### src/rtl/pc_seq_pkg.sv
// Shared types and constants for the PC sequencer and its LUT wiring.
package pc_seq_pkg;

    localparam int unsigned PTR_W = 2;

    typedef enum logic [1:0] {
        IDLE  = 2'b00,
        RUN   = 2'b01,
        FLUSH = 2'b10,
        DONE  = 2'b11
    } seq_state_t;

    // LUT entry holding the sequential +1 step
    localparam logic [PTR_W-1:0] PTR_SEQ = 2'b00;

endpackage

### src/rtl/pc_sequencer.sv
// Program-counter sequencer: owns PC, start/run/halt FSM, LUT pointer and retire counter.
module pc_sequencer
    import pc_seq_pkg::*;
#(
    parameter int unsigned PC_W     = 8,
    parameter int unsigned START_PC = 0,
    parameter int unsigned CNT_W    = 16
) (
    input  logic             Clk,
    input  logic             Reset_n,
    input  logic             start,
    input  logic             fetch_ready,
    input  logic             branch_en,
    input  logic [PTR_W-1:0] branch_sel,
    input  logic             jump_abs,
    input  logic             cond_ok,
    input  logic             halt,
    input  logic [PC_W-1:0]  lut_dout,
    output logic [PTR_W-1:0] lut_ptr,
    output logic [PC_W-1:0]  pc,
    output logic             fetch_valid,
    output logic             running,
    output logic             done,
    output logic [CNT_W-1:0] retired
);

    localparam logic [PC_W-1:0]  START_VAL = PC_W'(START_PC);
    localparam logic [CNT_W-1:0] CNT_MAX   = '1;

    seq_state_t       state;
    seq_state_t       state_next;
    logic [PC_W-1:0]  pc_next;
    logic [CNT_W-1:0] retired_next;
    logic             taken_c;

    // Taken-branch decode and LUT pointer; halt suppresses the branch
    always_comb begin
        taken_c = branch_en & cond_ok & ~halt;
        lut_ptr = taken_c ? branch_sel : PTR_SEQ;
    end

    // Next-state, next-PC and retire-count logic
    always_comb begin
        state_next   = state;
        pc_next      = pc;
        retired_next = retired;
        case (state)
            IDLE, DONE: begin
                if (start) begin
                    pc_next      = START_VAL;
                    retired_next = '0;
                    state_next   = RUN;
                end
            end
            RUN: begin
                // fetch_valid is always high in RUN, so fetch_ready alone marks a retire
                if (fetch_ready) begin
                    retired_next = (retired == CNT_MAX) ? retired : retired + CNT_W'(1);
                    if (halt) begin
                        state_next = DONE;
                    end else if (taken_c) begin
                        // LUT value is already PC_W wide, so a plain modulo add is the signed offset
                        pc_next    = jump_abs ? lut_dout : pc + lut_dout;
                        state_next = FLUSH;
                    end else begin
                        pc_next = pc + lut_dout;
                    end
                end
            end
            FLUSH: begin
                state_next = RUN;
            end
            default: begin
                state_next = IDLE;
            end
        endcase
    end

    // State, PC, counter and registered status flags
    always_ff @(posedge Clk or negedge Reset_n) begin
        if (!Reset_n) begin
            state       <= IDLE;
            pc          <= '0;
            retired     <= '0;
            fetch_valid <= 1'b0;
            running     <= 1'b0;
            done        <= 1'b0;
        end else begin
            state       <= state_next;
            pc          <= pc_next;
            retired     <= retired_next;
            fetch_valid <= (state_next == RUN);
            running     <= (state_next == RUN) || (state_next == FLUSH);
            done        <= (state_next == DONE);
        end
    end

endmodule
### config.mk
export PLATFORM = sky130hd
export DESIGN_NAME = pc_sequencer
export DESIGN_NICKNAME = d
export VERILOG_FILES = /design/src/rtl/pc_seq_pkg.sv /design/src/rtl/pc_sequencer.sv
export SDC_FILE = /design/constraint.sdc
export NUM_CORES = 1
export LEC_CHECK = 0
export CAP_MARGIN = 20
export CORE_MARGIN = 3
export CORE_UTILIZATION = 50
export DETAILED_ROUTE_END_ITERATION = 8
export GPL_ROUTABILITY_DRIVEN = 0
export GPL_TIMING_DRIVEN = 0
export PLACE_DENSITY_LB_ADDON = 0.08
export SLEW_MARGIN = 15
export SYNTH_ARGS = -nofsm -noshare
export SYNTH_HDL_FRONTEND = slang
export SYNTH_SLANG_ARGS = --single-unit
### constraint.sdc
create_clock -name Clk -period 2.5 [get_ports Clk]
set_clock_uncertainty 0.05 [all_clocks]
set_input_delay 0.375 -clock Clk [delete_from_list [all_inputs] [get_ports Clk]]
set_output_delay 0.375 -clock Clk [all_outputs]
set_load 0.05 [all_outputs]
## Word level (Yosys, flattened, before mapping)

Index checks and enable logic that the tools add are counted.

| operators by class | value |
|---|---|
| add/subtract/negate cells | 2 |
| equal/unequal tests | 11 |
| multiplexer cells | 16 |
| bitwise logic cells | 3 |
| reductions and logical operators | 6 |

Operators with widths:

| cell | number |
|---|---|
| 16-bit 2-to-1 mux | 3 |
| 8-bit 2-to-1 mux | 5 |
| 16-bit one-hot mux with 2 select lines | 1 |
| 16-bit by 1-bit adder with 16-bit output (second input constant) | 1 |
| 16-bit == test (second input constant) | 1 |
| 8-bit one-hot mux with 2 select lines | 1 |
| 2-bit 2-to-1 mux | 5 |
| 8-bit adder | 1 |
| 2-bit == test (second input constant) | 4 |
| 2-bit != test (second input constant) | 4 |
| 4-bit AND reduction | 2 |
| 2-bit one-hot mux with 3 select lines | 1 |
| 2-bit by 1-bit == test with 1-bit output (second input constant) | 2 |
| 1-bit bitwise AND | 2 |
| 2-bit zero test | 1 |
| 2-bit nonzero test | 1 |
| 2-bit OR reduction | 1 |
| 1-bit logical OR | 1 |
| 1-bit NOT | 1 |

| word-level totals | value |
|---|---|
| flip-flop bits (word level) | 29 |
| output and inout bits | 29 |
| logic and storage cells | 44 |

## Logic depth before layout (Yosys ltp)

| depth | value |
|---|---|
| depth in word-level cells | 8 |
| mapped depth | 9 |
| mapped depth without buffers | 7 |

## Least setup slack after synthesis

No wires, ideal clock.

| timing | value |
|---|---|
| kind | flip-flop to flip-flop |
| start | register retired[0] |
| end | register retired[12] |
| setup time | 0.087 ns |
| arrival | 2.117 ns |
| data required time | 2.363 ns |
| slack | 0.246 ns |
| stages on the path, launching flop included | 7 |
| buffers on the path | 0 |
| period minus slack after synthesis | 2.254 ns |
| path through | dfrtp_1 > ha_1 > nand2_1 > or3_4 > nor3_2 > or4b_1 > o211ai_1 |

| between the ends | value |
|---|---|
| word-level cells in the longest chain between the ends | 4 |

RTL lines:

| element | RTL line | RTL |
|---|---|---|
| start, declared | pc_sequencer.sv:24 | `output logic [CNT_W-1:0] retired` |
| start signal, assigned | pc_sequencer.sv:91 | `retired <= retired_next;` |
| 16-bit by 1-bit adder with 16-bit output | pc_sequencer.sv:58 | `retired_next = (retired == CNT_MAX) ? retired : retired + CNT_W'(1);` |
| 16-bit 2-to-1 mux | pc_sequencer.sv:58 |  |
| 16-bit 2-to-1 mux | pc_sequencer.sv:57 | `if (fetch_ready) begin` |
| 16-bit one-hot mux with 2 select lines | pc_sequencer.sv:47 | `case (state)` |

Several ways; a longest one is shown, not always the timed one. The select of a mux whose other input is x is not followed.
A chain may end at the register's enable or synchronous reset.

## Final worst setup path

| timing | value |
|---|---|
| start | register state[1] |
| end | register retired[7] |

| between the ends | value |
|---|---|
| word-level cells in the longest chain between the ends | 4 |

RTL lines:

| element | RTL line | RTL |
|---|---|---|
| start, declared | pc_sequencer.sv:30 | `seq_state_t state;` |
| start signal, assigned | pc_sequencer.sv:89 | `state <= state_next;` |
| 2-bit == test or 2-bit zero test (tied branches) | pc_sequencer.sv:47 |  |
| 2-bit OR reduction | pc_sequencer.sv:47 |  |
| 2-bit != test (no line) or 2-bit nonzero test (tied branches) | n/a |  |
| 4-bit AND reduction (no line) | n/a |  |

Several ways; a longest one is shown, not always the timed one.

==> flow_metrics.env <==
export IMPL_synth_area_sq_mm=0.001933
export IMPL_cap_viol_max_count=0
export IMPL_cts_buffers=5
export IMPL_dpl_hpwl_um=3483
export IMPL_synth_top_area_share_pct=37.54
export IMPL_dieArea_sq_mm=0.004649
export IMPL_synth_net_count=248
export IMPL_cts_root_buf="clkbuf_8"
export IMPL_power_leakage_nw=1.126
export IMPL_cp_arrival_ns=2.43
export IMPL_synth_ff_type="dfrtp_1"
export IMPL_grt_start_max_net_pins=30
export IMPL_p_total_mw=3.049
export IMPL_ys_async_sr_fraction_pct=100.0
export IMPL_ios=47
export IMPL_syn2layout_area_growth_pct=31.39
export IMPL_crit_required_ns=2.66
export IMPL_timing_fmax_mhz=441.2
export IMPL_design_core_area_sq_mm=0.003521
export IMPL_fin_ws_ns=0.2336
export IMPL_setup_viol=0
export IMPL_synth_seq_cells=29
export IMPL_place_area_sq_mm=0.002446
export IMPL_synth_commonest_cells="40 x nand2_1, 29 x dfrtp_1, 14 x o21ai_0"
export IMPL_yosysUniqueCellTypes=45
export IMPL_die_w_um=68.18
export IMPL_final_cells=316
export IMPL_path_max_fanout=10
export IMPL_synth_edf_count=0
export IMPL_dp_slack_ns=0.0003255
export IMPL_antenna_found_initial=0
export IMPL_grt_pass1_wl_um=8328
export IMPL_dp_cells=309
export IMPL_start_util_pct=54.90
export IMPL_rows=21
export IMPL_numPortBuffers=46
export IMPL_cts_htree_levels=2
export IMPL_dr_pass1_iters=4
export IMPL_cts_num_sinks=29
export IMPL_drv_slew=0
export IMPL_critical_path_class="reg2reg"
export IMPL_avgSynthCellArea_sq_um=8.908
export IMPL_vias=1821
export IMPL_fin_util_pct=72.14
export IMPL_fin_crit_ns=2.266
export IMPL_cts_tree="yes"
export IMPL_synth_seq_area_share_pct=37.54
export IMPL_wl_um=4772
export IMPL_clockBufferDepth=2
export IMPL_power_density_mw_per_mm2=1200
export IMPL_synth_most_common_cell="nand2_1"
export IMPL_grt_pass1_vias=1776
export IMPL_fin_area_sq_mm=0.002540
export IMPL_drt_iter0_drc=133
export IMPL_finalHoldViolations=0
export IMPL_grt_ovfl_total=0
export IMPL_holdWs_ns=0.07539
export IMPL_end_kind="flip-flop"
export IMPL_fin_setup_tns_ns=0
export IMPL_drc=0
export IMPL_ys_warn_count=0
export IMPL_clkTransAtPathRegs_ns=0.06
export IMPL_viasPerCell=5.763
export IMPL_n_antenna_cell=0
export IMPL_wl_per_cell_um=15.10
export IMPL_period_share_pct=90.66
export IMPL_grt_total_usage_pct=23.78
export IMPL_layout_drive_gt1_share_pct=7.407
export IMPL_tightest_slew_ns=0.6721
export IMPL_netlist_instances=217
export IMPL_r2r_slack_ns=0.23
export IMPL_nets=301
export IMPL_yosys_area_top_type="dfrtp_1"
export IMPL_slew_headroom_pct=55.20
export IMPL_irDropWorstVdd_v=0.0006479
export IMPL_die_height_um=68.18
export IMPL_ys_top_cells_by_area="dfrtp_1 38%, ha_1 7.8%, nand2_1 7.8%"
export IMPL_start_kind="flip-flop"
export IMPL_status="completed"
export IMPL_clkLatencyLatePin_ns=0.28
export IMPL_rsz0062_at_grt="no"
export IMPL_hold_path_class="in2async"
export IMPL_ant_nets=0
[worst max-delay path, stage by stage, from the launching register on]
cell,delay (ns)
dfrtp_1,0.43
inv_1,0.08
ha_1,0.13
buf_2,0.23
nand2_1,0.07
or3_1,0.42
o21ai_2,0.31
buf_4,0.24
o21ai_0,0.11
a21oi_1,0.13
[path summary, 6_finish.rpt]
path / end / start / cells past startpoint
worst max-delay path: retired[7] / state[1] / 9
max in group asynchronous: retired[9] / Reset_n / 1
worst min register to register: pc[3] / pc[3] / 2
worst min-delay path: retired[0] / Reset_n / 1
min in group Clk: pc[3] / pc[3] / 2
worst max register to register: retired[7] / state[1] / 9
[sequential cells by signal (all words and copies together), names as in the netlist]
signal / cells
done: 1
fetch_valid: 1
retired: 16
running: 1
state: 2
pc: 8
[metal layers]
metal | up-vias | part of all wire (%) | GRT usage, %
li1 | 903 | - | -
met1 | 873 | 47 | 32.00
met2 | 40 | 47 | 38.75
met3 | 5 | 4.6 | 4.105
met4 | 0 | 0.82 | 7.444
met5 | - | 0 | 0
[kinds of logic (layout without fill, tap and decap cells)]
logic type | Yosys count | in the layout | synth area share [%]
muxes | 6 | 6 | 3.107
DFF | 29 | 29 | 37.54
xor gates and xnor gates | 5 | 5 | 2.266
AOI/OAI and AO/OA | 50 | 50 | 17.60
buffers and inverters | 17 | 70 | 4.596
and+or+nand+nor | 97 | 97 | 26.08
adders and majority gates | 13 | 13 | 8.802
[where the power goes]
part	leakage [nW]	internal (mW)	switching [mW]
clock	0.0443	0.218	0.182
sequential	0.378	0.630	0.176
combinational	0.704	0.662	1.18
total	1.13	1.51	1.54
[placed cells by master (no fill, tap or decap), drive strengths merged, types with 2 or more instances in the layout]
cell / n
a211o: 2
xor2: 3
buf: 4
dlymetal6s2s: 2
clkbuf: 11
nor3b: 3
xnor2: 2
nand2: 40
or4: 8
nand4: 2
o211ai: 9
mux2i: 6
clkdlybuf4s50: 43
nand3: 13
dfrtp: 29
and3: 3
a21oi: 9
a21o: 2
o21ai: 15
inv: 10
ha: 12
a211oi: 4
nand3b: 2
nor2: 8
or3: 5
o221ai: 5
nor3: 5
nand2b: 4
[cell type report]
cell class                      count  area [sq um]
Buffer                              7         51.30
Clock buffer                        7         86.33
Multi-Input combinational cell    171          1121
Tap cell                           46         57.56
Inverter                           10         37.54
Fill cell                         299         980.9
Timing Repair Buffer               46         460.4
Sequential cell                    29         725.7
[repair_timing]
action	4_1_cts	5_1_grt
endpoints found under the setup margin	0	3
buffers inserted	0	0
hold buffers	0	0
gates resized for setup	0	3
(Power assumes the default switching activity.)
==> edit: new RTL, config.mk and constraints unchanged <==
`PTR_W`: 2 -> 3.
--- a/src/rtl/pc_seq_pkg.sv
+++ b/src/rtl/pc_seq_pkg.sv
@@ -1,7 +1,7 @@
 // Shared types and constants for the PC sequencer and its LUT wiring.
 package pc_seq_pkg;
 
-    localparam int unsigned PTR_W = 2;
+    localparam int unsigned PTR_W = 3;
 
     typedef enum logic [1:0] {
         IDLE  = 2'b00,
Ports: changed (resized branch_sel and lut_ptr); port bits go from 47 to 49. The function was not compared with the original's and may differ.
==> edit against the original RTL <==
  * Count of clock-buffer cells in the layout is the same
  * Worst setup slack lost 0.098 ns
  * Hold slack lost 0.00093 ns
  * Sequential cell count is the same
  * First-iteration DRC count shrank 44%
  * Routed wire length shrank 5.6%
  * Power shrank 6.7%
  * Via count is the same
  * Area after synthesis grew 0.91%
  * Cell area grew 2.2%
==> edit: results (changes against the original RTL) <==
[worst_hold_path]
hold_path.class=in -> async  ; unchanged

[sta]
post-route-period-util_pct=94.6  ; was 90.7%
whs_ns=0.0745  ; was 0.0754 ns
relSlewSlack_pct=55.2  ; about the same

[placement]
port_buffers=48  ; was 46
pre_cts_ws_ns=-0.0504  ; was 0.000326 ns
dp_hpwl_mm=3.32  ; was 3.48 mm
placed_area_mm2=0.00249  ; was 0.00245 mm²

[yosys]
synth.distinct_cells=44  ; was 45
synthFlopType=dfrtp_1  ; unchanged
ys_top_cells_by_count=nand2_1, dfrtp_1, o21ai_0  ; unchanged
yosys-top-cells-area=dfrtp_1, ha_1, nand2_1  ; unchanged
synth_nets=253  ; was 248
synthArstFlopShare_pct=100  ; unchanged
synth_seq_area_share_pct=37.2  ; was 37.5%
avgSynthCellArea_um2=8.83  ; was 8.91 µm²
synthMuxAreaShare_pct=5.13  ; was 3.11%
synth_fa_ha_area_share_pct=8.72  ; was 8.80%
synth_xor_area_share_pct=2.69  ; was 2.27%
synth_compound_area_share_pct=20.3  ; was 17.6%

[cells_and_area]
area_share_nonclk_buffers_pct=19.3  ; was 20.1%
utilization_pct=69.9  ; was 72.1%
drive_gt1_share_pct=6.52  ; was 7.41%
multi_input_comb_area_mm2=0.00118  ; was 0.00112 mm²
stdcell_count=324  ; was 316
diodes=0  ; unchanged
multi_input_cells=176  ; was 171
n_all_inverters=8  ; was 10
n_all_buffers=55  ; was 53
nFillCells=294  ; was 299
finalNetCount=307  ; was 301
seqCellArea_um2=726  ; unchanged
clk_share_pct=3.90  ; was 3.40%

[global_route]
track_usage_pct=21.3  ; was 23.8%
grt_pass1_wl_mm=7.52  ; was 8.33 mm
antenna_found_initial=0  ; unchanged

[power]
leakage_uw=0.00118  ; was 0.00113 µW
ir_worst_vdd_v=0.000698  ; was 0.000648 V

[routing]
drt_iter0_drc=75  ; was 133
wirelength_mm=4.51  ; was 4.77 mm
firstDrtPassIters=5  ; was 4

[critical_path]
cp.arrival_ns=2.47  ; was 2.43 ns
reg2reg_depth=7  ; was 9
cp-endpoint=retired[13]$_DFFE_PN0P_  ; was retired[7]$_DFFE_PN0P_
critPathLaunch=state[0]$_DFF_PN0_  ; was state[1]$_DFF_PN0_
reg2reg_slack_ns=0.14  ; was 0.23 ns
crit_fanout=7  ; was 10

[run_status]
outcome=finished clean  ; unchanged

[floorplan]
core_mm2=0.00372  ; was 0.00352 mm²

[clock_tree]
htree_levels=2  ; unchanged

edit: cell count changes in the layout (fill, tap and decap cells not counted), sizes merged, moves of 7 or more:
| cell | before | now |
|---|---|---|
| or4 | 8 | 0 |
| o21ai | 15 | 22 |
| nand2 | 40 | 30 |
| o211ai | 9 | 2 |
| nor2 | 8 | 15 |
edit: metal layers:
metal	vias up	global-route usage, %	part of all wire [%]
li1	904	-	-
met1	863	25.1	43
met2	48	37.4	51
met3	6	5.42	5.0
met4	0	6.95	1.1
met5	-	0	0
edit: report_power, final:
group          switching [µW]  total (µW)  internal [µW]
Sequential                115         712            597
Clock                     185         434            249
Combinational            1070        1700            623
edit: timing repair:
action,CTS,global route
setup endpoints to repair,11,12
resized for setup,4,4
hold endpoints to repair,0,0
edit: critical path, stage by stage, from the launching register on:
cell	delay, ns
dfrtp_1	0.41
inv_1	0.07
ha_2	0.31
mux2i_4	0.23
or4b_4	0.60
a2111oi_4	0.35
xnor2_1	0.17
nor2_1	0.06
